==> config.mk <==
export PLATFORM = sky130hd
export DESIGN_NAME = row_by_vector_sched_flat
export DESIGN_NICKNAME = d
export VERILOG_FILES = /design/src/rtl/row_by_vector_sched_pkg.sv /design/src/rtl/row_by_vector_sched_if.sv /design/src/rtl/row_by_vector_sched_tag_pipe.sv /design/src/rtl/row_by_vector_sched.sv /design/src/flat_wrapper.sv
export SDC_FILE = /design/constraint.sdc
export NUM_CORES = 1
export LEC_CHECK = 0
export ABC_CLOCK_PERIOD_IN_PS = 1600
export BUFFER_PORTS_ARGS = -buffer_cell sky130_fd_sc_hd__buf_4
export CAP_MARGIN = 20
export CORE_UTILIZATION = 35
export CTS_BUF_LIST = sky130_fd_sc_hd__clkbuf_16
export CTS_CLUSTER_DIAMETER = 100
export DETAILED_ROUTE_END_ITERATION = 8
export SLEW_MARGIN = 20
export SYNTH_ARGS = -nofsm -noshare
export SYNTH_HDL_FRONTEND = slang
export SYNTH_HIERARCHICAL = 1
export SYNTH_SLANG_ARGS = --single-unit
export TNS_END_PERCENT = 30
==> constraint.sdc <==
create_clock -name clk -period 1.6 [get_ports clk]
set_clock_uncertainty 0.15 [all_clocks]
set_input_delay 0.24 -clock clk [delete_from_list [all_inputs] [get_ports clk]]
set_output_delay 0.24 -clock clk [all_outputs]
set_load 0.005 [all_outputs]
==> src/rtl/row_by_vector_sched_pkg.sv <==
// -----------------------------------------------------------------------------
// rbv_sched_pkg
// Shared types and constants for the row_by_vector_sched sequencer.
//   - rbv_state_e : sequencer FSM state encoding
//   - RBV_DATA_W  : width of one dot-product result / operand element
//   - RBV_VEC_W   : width of one packed three-element row or vector operand
//   - rbv_clog2   : address-width helper, never returns less than 1
// -----------------------------------------------------------------------------
package rbv_sched_pkg;

  typedef enum logic [1:0] {
    IDLE  = 2'd0,
    ISSUE = 2'd1,
    DRAIN = 2'd2,
    FIN   = 2'd3
  } rbv_state_e;

  localparam int RBV_DATA_W = 32;
  localparam int RBV_VEC_W  = 96;

  // Ceiling log2 with a floor of 1 so a one-row memory still gets an address bit.
  function automatic int rbv_clog2(input int value);
    int width;
    width = 0;
    for (int i = 0; i < 31; i++) begin
      if ((1 << i) < value) width = i + 1;
    end
    if (width < 1) width = 1;
    return width;
  endfunction

endpackage

==> src/rtl/row_by_vector_sched_if.sv <==
// -----------------------------------------------------------------------------
// row_by_vector_sched_if
// Bundles the sequencer's control, row-memory, datapath and result-memory
// signals.
//   slave  : the sequencer side (takes start/n_rows/dp_result, drives the rest)
//   master : the surrounding system (CG controller, memories, datapath)
// Signals:
//   start, n_rows           run request and row count
//   row_rd_en, row_addr     row-memory read strobe and index
//   dp_result               result from the row_by_vector datapath
//   res_wr_en, res_addr,
//   res_data                result-memory write port
//   busy, done, err_start   status back to the controller
// -----------------------------------------------------------------------------
interface row_by_vector_sched_if
  import rbv_sched_pkg::*;
#(
  parameter int AW = 4
);

  logic                  start;
  logic [AW:0]           n_rows;
  logic                  row_rd_en;
  logic [AW-1:0]         row_addr;
  logic [RBV_DATA_W-1:0] dp_result;
  logic                  res_wr_en;
  logic [AW-1:0]         res_addr;
  logic [RBV_DATA_W-1:0] res_data;
  logic                  busy;
  logic                  done;
  logic                  err_start;

  modport slave (
    input  start, n_rows, dp_result,
    output row_rd_en, row_addr, res_wr_en, res_addr, res_data,
           busy, done, err_start
  );

  modport master (
    output start, n_rows, dp_result,
    input  row_rd_en, row_addr, res_wr_en, res_addr, res_data,
           busy, done, err_start
  );

endinterface

==> src/rtl/row_by_vector_sched_tag_pipe.sv <==
// -----------------------------------------------------------------------------
// rbv_tag_pipe
// Fixed-depth {valid, addr} delay line that follows each row through the
// memory read and the unstallable datapath, so the result index pops out in
// the same cycle as the matching result.
// Ports:
//   clk, rst_n            clock, asynchronous active-low clear of every stage
//   in_valid, in_addr     loaded into stage 0 each cycle
//   out_valid, out_addr   last stage (drives the result write port)
//   any_valid             some entry is still queued behind the last stage
// DEPTH must be at least 2.
// -----------------------------------------------------------------------------
module rbv_tag_pipe #(
  parameter int DEPTH = 17,
  parameter int AW    = 4
) (
  input  logic          clk,
  input  logic          rst_n,
  input  logic          in_valid,
  input  logic [AW-1:0] in_addr,
  output logic          out_valid,
  output logic [AW-1:0] out_addr,
  output logic          any_valid
);

  logic [DEPTH-1:0] valid_q;
  logic [AW-1:0]    addr_q [DEPTH];

  // Plain shift register; reset wipes every tag so in-flight results are dropped.
  always_ff @(posedge clk or negedge rst_n) begin
    if (!rst_n) begin
      valid_q <= '0;
      for (int i = 0; i < DEPTH; i++) addr_q[i] <= '0;
    end else begin
      valid_q[0] <= in_valid;
      addr_q[0]  <= in_addr;
      for (int i = 1; i < DEPTH; i++) begin
        valid_q[i] <= valid_q[i-1];
        addr_q[i]  <= addr_q[i-1];
      end
    end
  end

  assign out_valid = valid_q[DEPTH-1];
  assign out_addr  = addr_q[DEPTH-1];

  // The last stage is excluded: when only it holds a tag, that write is
  // happening now and the line is empty from the next cycle on, which lets
  // the sequencer finish exactly one cycle after the final write.
  assign any_valid = |valid_q[DEPTH-2:0];

endmodule

==> src/rtl/row_by_vector_sched.sv <==
// -----------------------------------------------------------------------------
// row_by_vector_sched
// Streams matrix rows 0..n-1 through the three-wide row_by_vector datapath,
// one row per cycle, and writes each result to the result memory at the
// matching row index. A tag delay line matches the read + datapath latency.
// Ports:
//   clk          system clock, rising edge
//   rst_n        asynchronous active-low reset
//   bus          row_by_vector_sched_if.slave (start/n_rows, row read port,
//                dp_result, result write port, busy/done/err_start)
//   perf_cycles  (only with RBV_SCHED_PERF_EN) busy-cycle count of last run
// Optional feature macro: RBV_SCHED_PERF_EN
// -----------------------------------------------------------------------------
module row_by_vector_sched
  import rbv_sched_pkg::*;
#(
  parameter int N_ROWS     = 12,
  parameter int RD_LATENCY = 1,
  parameter int DP_LATENCY = 16
) (
  input  logic                 clk,
  input  logic                 rst_n,
  row_by_vector_sched_if.slave bus
`ifdef RBV_SCHED_PERF_EN
  ,
  output logic [31:0]          perf_cycles
`endif
);

  localparam int          AW    = rbv_clog2(N_ROWS);
  localparam int          DEPTH = RD_LATENCY + DP_LATENCY;
  localparam logic [AW:0] N_MAX = (AW+1)'(N_ROWS);

  rbv_state_e    state_q;
  rbv_state_e    state_d;
  logic [AW-1:0] addr_q;
  logic [AW:0]   n_q;
  logic          accept;
  logic          issuing;
  logic          last_issue;
  logic          tag_valid;
  logic [AW-1:0] tag_addr;
  logic          tag_pending;

  assign accept     = (state_q == IDLE) && bus.start;
  assign issuing    = (state_q == ISSUE);
  assign last_issue = issuing && ({1'b0, addr_q} == (n_q - 1'b1));

  // State register.
  always_ff @(posedge clk or negedge rst_n) begin
    if (!rst_n) state_q <= IDLE;
    else        state_q <= state_d;
  end

  // Row counter and latched run length; the count is only taken on an
  // accepted start so rejected starts cannot disturb a run.
  always_ff @(posedge clk or negedge rst_n) begin
    if (!rst_n) begin
      addr_q <= '0;
      n_q    <= '0;
    end else if (accept) begin
      addr_q <= '0;
      n_q    <= (bus.n_rows > N_MAX) ? N_MAX : bus.n_rows;
    end else if (issuing) begin
      addr_q <= addr_q + 1'b1;
    end
  end

  // Next state and all bus outputs. Writes come straight from the tag line's
  // last stage; res_data is zeroed outside writes so idle and reset leave
  // every output at 0.
  always_comb begin
    state_d       = state_q;
    bus.row_rd_en = 1'b0;
    bus.row_addr  = '0;
    bus.done      = 1'b0;
    bus.busy      = (state_q != IDLE);
    bus.err_start = bus.start && (state_q != IDLE);
    bus.res_wr_en = tag_valid;
    bus.res_addr  = tag_valid ? tag_addr : '0;
    bus.res_data  = tag_valid ? bus.dp_result : '0;

    unique case (state_q)
      IDLE: begin
        if (bus.start) state_d = (bus.n_rows == '0) ? FIN : ISSUE;
      end
      ISSUE: begin
        bus.row_rd_en = 1'b1;
        bus.row_addr  = addr_q;
        if (last_issue) state_d = DRAIN;
      end
      DRAIN: begin
        if (!tag_pending) state_d = FIN;
      end
      FIN: begin
        bus.done = 1'b1;
        state_d  = IDLE;
      end
      default: state_d = IDLE;
    endcase
  end

  rbv_tag_pipe #(
    .DEPTH (DEPTH),
    .AW    (AW)
  ) u_tag_pipe (
    .clk       (clk),
    .rst_n     (rst_n),
    .in_valid  (issuing),
    .in_addr   (addr_q),
    .out_valid (tag_valid),
    .out_addr  (tag_addr),
    .any_valid (tag_pending)
  );

`ifdef RBV_SCHED_PERF_EN
  // Busy-cycle counter: restarts on each accepted start and holds after done.
  always_ff @(posedge clk or negedge rst_n) begin
    if (!rst_n)             perf_cycles <= '0;
    else if (accept)        perf_cycles <= '0;
    else if (state_q != IDLE) perf_cycles <= perf_cycles + 32'd1;
  end
`endif

endmodule

==> src/flat_wrapper.sv <==
// flat-port wrapper written by rule: the top's interface ports become plain ports
module row_by_vector_sched_flat import rbv_sched_pkg::*;
#(
  parameter int N_ROWS     = 12,
  parameter int RD_LATENCY = 1,
  parameter int DP_LATENCY = 16
)
  (clk, rst_n, bus_start, bus_n_rows, bus_dp_result, bus_row_rd_en, bus_row_addr, bus_res_wr_en, bus_res_addr, bus_res_data, bus_busy, bus_done, bus_err_start);
  row_by_vector_sched_if #(.AW((rbv_clog2(N_ROWS)))) bus_i ();
  input  logic clk;
  input  logic rst_n;
  input wire logic [$bits(bus_i.start)-1:0] bus_start;
  input wire logic [$bits(bus_i.n_rows)-1:0] bus_n_rows;
  input wire logic [$bits(bus_i.dp_result)-1:0] bus_dp_result;
  output wire logic [$bits(bus_i.row_rd_en)-1:0] bus_row_rd_en;
  output wire logic [$bits(bus_i.row_addr)-1:0] bus_row_addr;
  output wire logic [$bits(bus_i.res_wr_en)-1:0] bus_res_wr_en;
  output wire logic [$bits(bus_i.res_addr)-1:0] bus_res_addr;
  output wire logic [$bits(bus_i.res_data)-1:0] bus_res_data;
  output wire logic [$bits(bus_i.busy)-1:0] bus_busy;
  output wire logic [$bits(bus_i.done)-1:0] bus_done;
  output wire logic [$bits(bus_i.err_start)-1:0] bus_err_start;
  assign bus_i.start = bus_start;
  assign bus_i.n_rows = bus_n_rows;
  assign bus_i.dp_result = bus_dp_result;
  assign bus_row_rd_en = bus_i.row_rd_en;
  assign bus_row_addr = bus_i.row_addr;
  assign bus_res_wr_en = bus_i.res_wr_en;
  assign bus_res_addr = bus_i.res_addr;
  assign bus_res_data = bus_i.res_data;
  assign bus_busy = bus_i.busy;
  assign bus_done = bus_i.done;
  assign bus_err_start = bus_i.err_start;
  row_by_vector_sched #(.N_ROWS(N_ROWS), .RD_LATENCY(RD_LATENCY), .DP_LATENCY(DP_LATENCY)) u_core (.clk(clk), .rst_n(rst_n), .bus(bus_i));
endmodule
# --- Word level (Yosys, flattened, before mapping) ---
# Index checks and enable logic that the tools add are counted.
word_totals:
  inputBits: 40
  out_inout_bits: 45
  ff_bits: 96
  elab_cells: 53
classes:
  n_reduce_logical: 9
  n_eq_ne: 7
  mux: 13
  magnitude_cmp: 1
  addsub: 2
ops:
  columns: ["cell", "n"]
  rows:
  - ["32-bit two-way mux", 1]
  - ["4-bit two-way mux", 4]
  - ["16-bit OR reduction", 1]
  - ["2-bit two-way mux", 4]
  - ["2-bit one-hot mux with 4 select lines", 1]
  - ["2-bit != test (second input constant)", 3]
  - ["4-bit by 5-bit equality test with 1-bit output", 1]
  - ["5-bit by 4-bit > comparator with 1-bit output (second input constant)", 1]
  - ["5-bit zero test", 1]
  - ["5-bit two-way mux", 1]
  - ["5-bit by 1-bit subtractor with 5-bit output (second input constant)", 1]
  - ["4-bit by 1-bit adder with 4-bit output (second input constant)", 1]
  - ["2-bit equality test (second input constant)", 2]
  - ["2-bit nonzero test", 2]
  - ["1-bit logical AND", 3]
  - ["3-bit AND reduction", 1]
  - ["2-bit by 1-bit equality test with 1-bit output (second input constant)", 1]
  - ["2-bit zero test", 1]
  - ["1-bit two-way mux", 2]

# --- Depth between registers and ports, before layout ---
logic_depth:
  ltp_word: 5
  mapped_depth: 7
  depth_no_buf: 7

# --- By module ---
# The synthesis kept the hierarchy.
by_module_without_submodules:
  columns: ["module", "area_per_inst_um2", "seq_area_each_um2", "n_inst", "cells_per_inst"]
  rows:
  - ["rbv_tag_pipe", 2188.3, 2127.0, 1, 94]
  - ["row_by_vector_sched", 950.9, 275.3, 1, 117]

# --- Worst setup path after synthesis ---
# Ideal clock, no wire load.
synth_path:
  kind: "register to register"
  start: "register u_core.n_q[0]"
  end: "register u_core.state_q[0]"
  setup_time_ns: 0.079
  arrival_ns: 1.524
  path_buffers: 0
  required_ns: 1.371
  synth_period_minus_slack_ns: 1.753
  slack_ns: -0.153
  path_stages_with_launch: 8
  cell_sequence: "dfrtp_1 > inv_1 > ha_1 > nand3b_1 > a21oi_1 > or3_1 > a21oi_2 > mux2i_1"
synth_via:
  elab_chain_cells: 5
synth_lines:
  columns: ["item", "line_no", "source"]
  rows:
  - ["start: declaration", "row_by_vector_sched.sv:37", "logic [AW:0] n_q;"]
  - ["start signal: assignment", "row_by_vector_sched.sv:63", "n_q <= (bus.n_rows > N_MAX) ? N_MAX : bus.n_rows;"]
  - ["5-bit by 1-bit subtractor with 5-bit output", "row_by_vector_sched.sv:47", "assign last_issue = issuing && ({1'b0, addr_q} == (n_q - 1'b1));"]
  - ["4-bit by 5-bit equality test with 1-bit output", "row_by_vector_sched.sv:47", null]
  - ["1-bit logical AND", "row_by_vector_sched.sv:47", null]
  - ["2-bit != test (no line)", null, null]
  - ["3-bit AND reduction (no line)", null, null]
  - ["end signal: assignment", "row_by_vector_sched.sv:52", "else state_q <= state_d;"]
  - ["end: declaration", "row_by_vector_sched.sv:34", "rbv_state_e state_q;"]
# No other way between the ends.
# A chain may end at the register's enable or synchronous reset.

# --- Worst setup path in the final report ---
layout_path:
  start: "register u_core.state_q[0]"
  end: "output bus_row_addr[3]"
layout_via:
  elab_chain_cells: 2
layout_lines:
  columns: ["item", "line_no", "source"]
  rows:
  - ["2-bit by 1-bit equality test with 1-bit output", "row_by_vector_sched.sv:83", "unique case (state_q)"]
  - ["4-bit two-way mux", "row_by_vector_sched.sv:83", null]
  - ["end: declaration", "flat_wrapper.sv:16", "output wire logic [$bits(bus_i.row_addr)-1:0] bus_row_addr;"]
# No other way between the ends.

==> results.py <==
metrics = {
    "floorplan": {
        "start_util": 0.3600,
        "boundaryPins": 85,
        "die_area_um2": 9352,
        "core_um2": 8721,
        "die_h_um": 96.71,
        "die_w_um": 96.71,
        "std_cell_rows": 34,
    },
    "setup_path": {
        "cpPeakStageDelay_ns": 0.39,
        "crit_path_top_delay_cell": "dfrtp_1",
        "path_class": "reg2out",
        "cp-end-kind": "output port",
        "r2r-start": "u_core/n_q[1]",
        "path_common_cell": "buf_6",
        "crit_start": "u_core/state_q[0]",
        "arrival_ns": 1.40,
        "path_max_fanout": 4,
        "crit_chain": "buf_4 > ha_4 > buf_6 > and2_4 > buf_6",
        "start_kind": "register",
        "worstPathRequired_ns": 1.21,
    },
    "logic_synthesis": {
        "ys.flop_type": "dfrtp_1",
        "synth-compound-area-share": 0.02192,
        "synth.cell_area_um2": 3139,
        "yosys.area.top_type": "dfrtp_1",
        "yosys_warnings": 6,
        "synth_xor_area_frac": 0.02232,
        "synth_edf_count": 0,
        "synth_mux_area_frac": 0.009566,
        "synth_fa_ha_area_frac": 0.02790,
        "synthArstFlopShare": 1.000,
        "syn_nets": 258,
        "synth_top_family_by_area": "simple AND/OR/NAND/NOR gates",
        "yosys.area_share.simple": 0.1323,
        "synth_common_cells": "dfrtp_1 (96), and2_1 (41), nand2_1 (10)",
        "synth.area.top_cells": "dfrtp_1 (77%), and2_1 (8.2%), ha_1 (2.8%)",
        "ys_seq_area_frac": 0.7652,
        "synth_cell_types": 25,
        "synth_top_area_frac": 0.7652,
        "syn_inst": 211,
        "ys_ff_latch": 96,
        "synth.avg_cell_area_um2": 14.88,
        "yosys.cell_count.top_type": "dfrtp_1",
    },
    "layout": {
        "fill_cells": 704,
        "diodes": 0,
        "nets": 376,
        "multi_input_area_um2": 818.3,
        "seq_area_um2": 2406,
        "stdcell_count": 442,
        "drive_above_1_share": 0.5419,
        "syn_to_final_growth_pct": 50.22,
    },
    "outcome": {
        "status": "complete, but fails checks",
        "violations": "negative setup slack",
    },
    "sta": {
        "fin_crit_ns": 1.792,
        "finalHoldViolCount": 0,
        "worstMarginPinSlew_ns": 0.4025,
        "fin_ws_ns": -0.1921,
        "setup_viol": 46,
        "post-route-period-util": 1.120,
        "slew_viol_final": 0,
        "rsz0062_at_grt": "true",
        "relSlewSlack": 0.7317,
        "fmax_mhz": 558.0,
    },
    "route": {
        "vias_per_cell": 4.452,
        "wire_per_inst_um": 13.42,
        "detail-route-antenna-nets": 0,
        "first_iter_violations": 69,
        "vias": 1968,
        "first_pass_iters": 4,
        "wl_um": 5932,
        "drc_errors": 0,
    },
    "clock_network": {
        "cts_tree": "done",
        "htreeDepth": 3,
        "clockRootBuffer": "clkbuf_16",
        "path_clk_slew_ns": 0.06,
        "clockBufferDepth": 2,
        "clkLatencyLatePin_ns": 0.33,
        "cts_sinks": 96,
        "cts_buffers": 9,
    },
    "placement": {
        "port_buffers": 84,
        "dp_cells": 416,
        "pre_cts_slack_ns": -0.3085,
        "place_congestion": 0.7210,
        "hpwl_um": 3686,
    },
    "grt": {
        "antenna_found_initial": 0,
        "grt_max_degree": 63,
        "overflow": 0,
        "grt_use_total": 0.1295,
        "grt_pass1_wl_um": 9397,
        "grt_pass1_vias": 1998,
    },
    "pwr": {
        "powerDensity_nw_per_um2": 1849,
        "vdd_drop_max_mv": 0.9109,
        "p_leak_nw": 2.369,
        "p_total_mw": 8.720,
    },
    "hold_path": {
        "min_from": "bus_n_rows[1]",
        "hp-class": "in2reg",
    },
    "flow_run": {
        "cap_violations": 0,
    },
}
==> cell usage in the layout (no fill, tap or decap), drive strengths merged <==
master / count
clkbuf: 11
inv: 9
ha: 7
nor4: 5
mux2i: 3
nor4b: 2
nor2: 4
xor2: 3
xnor2: 5
buf: 111
dfrtp: 96
and2: 41
dlygate4sd3: 2
nand4b: 1
a21oi: 8
nand3: 1
nand3b: 1
clkinvlp: 2
nand4: 1
nand2: 10
nor2b: 1
and2b: 1
or3: 1
nor3: 2
bufinv: 1
o21ai: 5
==> power by group <==
part           leakage [nW]  internal, mW  switching (mW)
Clock                 0.146          1.24           0.912
Sequential             1.24          3.33           0.419
Combinational         0.978          1.77            1.05
Total                  2.37          6.34            2.38
==> cells by family after synthesis <==
group,after synthesis
buf+inv,13
xor+xnor,8
simple gates,71
mux,3
compound gates,13
flops,96
fa+ha+maj,7
==> routing by layer <==
layer / share of wire / GRT usage
met5: 0 / 0
met4: 0.015 / 0.05052
met3: 0.080 / 0.04841
met2: 0.52 / 0.2199
met1: 0.39 / 0.1480
==> sequential cells by signal, summed over array words and instances, names as in the netlist <==
register	count
u_core/addr_q	4
u_core/n_q	5
u_core/state_q	2
u_core/u_tag_pipe/addr_q	64
u_core/u_tag_pipe/out_addr	4
u_core/u_tag_pipe/valid_q	17
==> critical path: cells and delay by family (launching register included) <==
family        cells  cell delay [ns]
simple gates      1             0.13
fa+ha+maj         1             0.18
buf+inv           3             0.38
flops             1             0.39
==> stage by stage <==
stage / hold slack [ns] / instance area, µm² / TNS [ns] / utilization
global placement: 0.1083 / 4029 / -0.6179 / 0.4620
floorplan: -0.2056 / 3139 / -0.3061 / -
detailed placement: 0.1135 / 4029 / -0.7166 / 0.4620
CTS: 0.002379 / 4478 / -4.447 / 0.5135
global route: 0.02538 / 4716 / -6.464 / 0.5407
finish: 0.01522 / 4716 / -4.207 / 0.5407
==> final cells by class <==
type,count,area share
clock buffers,9,0.04776
clock inverters,7,0.01804
repair buffers,115,0.2178
multi-input cells,102,0.1735
well taps,108,0.02865
flip-flops and latches,96,0.5102
inverters,5,0.003980
==> worst paths after layout <==
kind                       slack (ns)                      endpoint  depth (start not counted)
max                             -0.19               bus_row_addr[3]                          5
min                              0.02                 u_core/n_q[1]                          3
max reg2reg                     -0.18             u_core/state_q[0]                          7
min reg2reg                      0.20  u_core/u_tag_pipe/addr_q[47]                          0
max in group asynchronous        0.66  u_core/u_tag_pipe/addr_q[45]                          3
min in group asynchronous        0.30  u_core/u_tag_pipe/addr_q[67]                          3
==> timing repair <==
| item | 4_1_cts | 5_1_grt |
|---|---|---|
| hold buffers | 2 | 0 |
| buffers inserted | 5 | 1 |
| gates cloned | 0 | 2 |
| endpoints found under the hold margin | 100 | 0 |
| pin swaps | 6 | 6 |
| endpoints found under the setup margin | 47 | 44 |
| resized for setup | 27 | 55 |
Note: power is estimated with default switching activity, not from simulation.
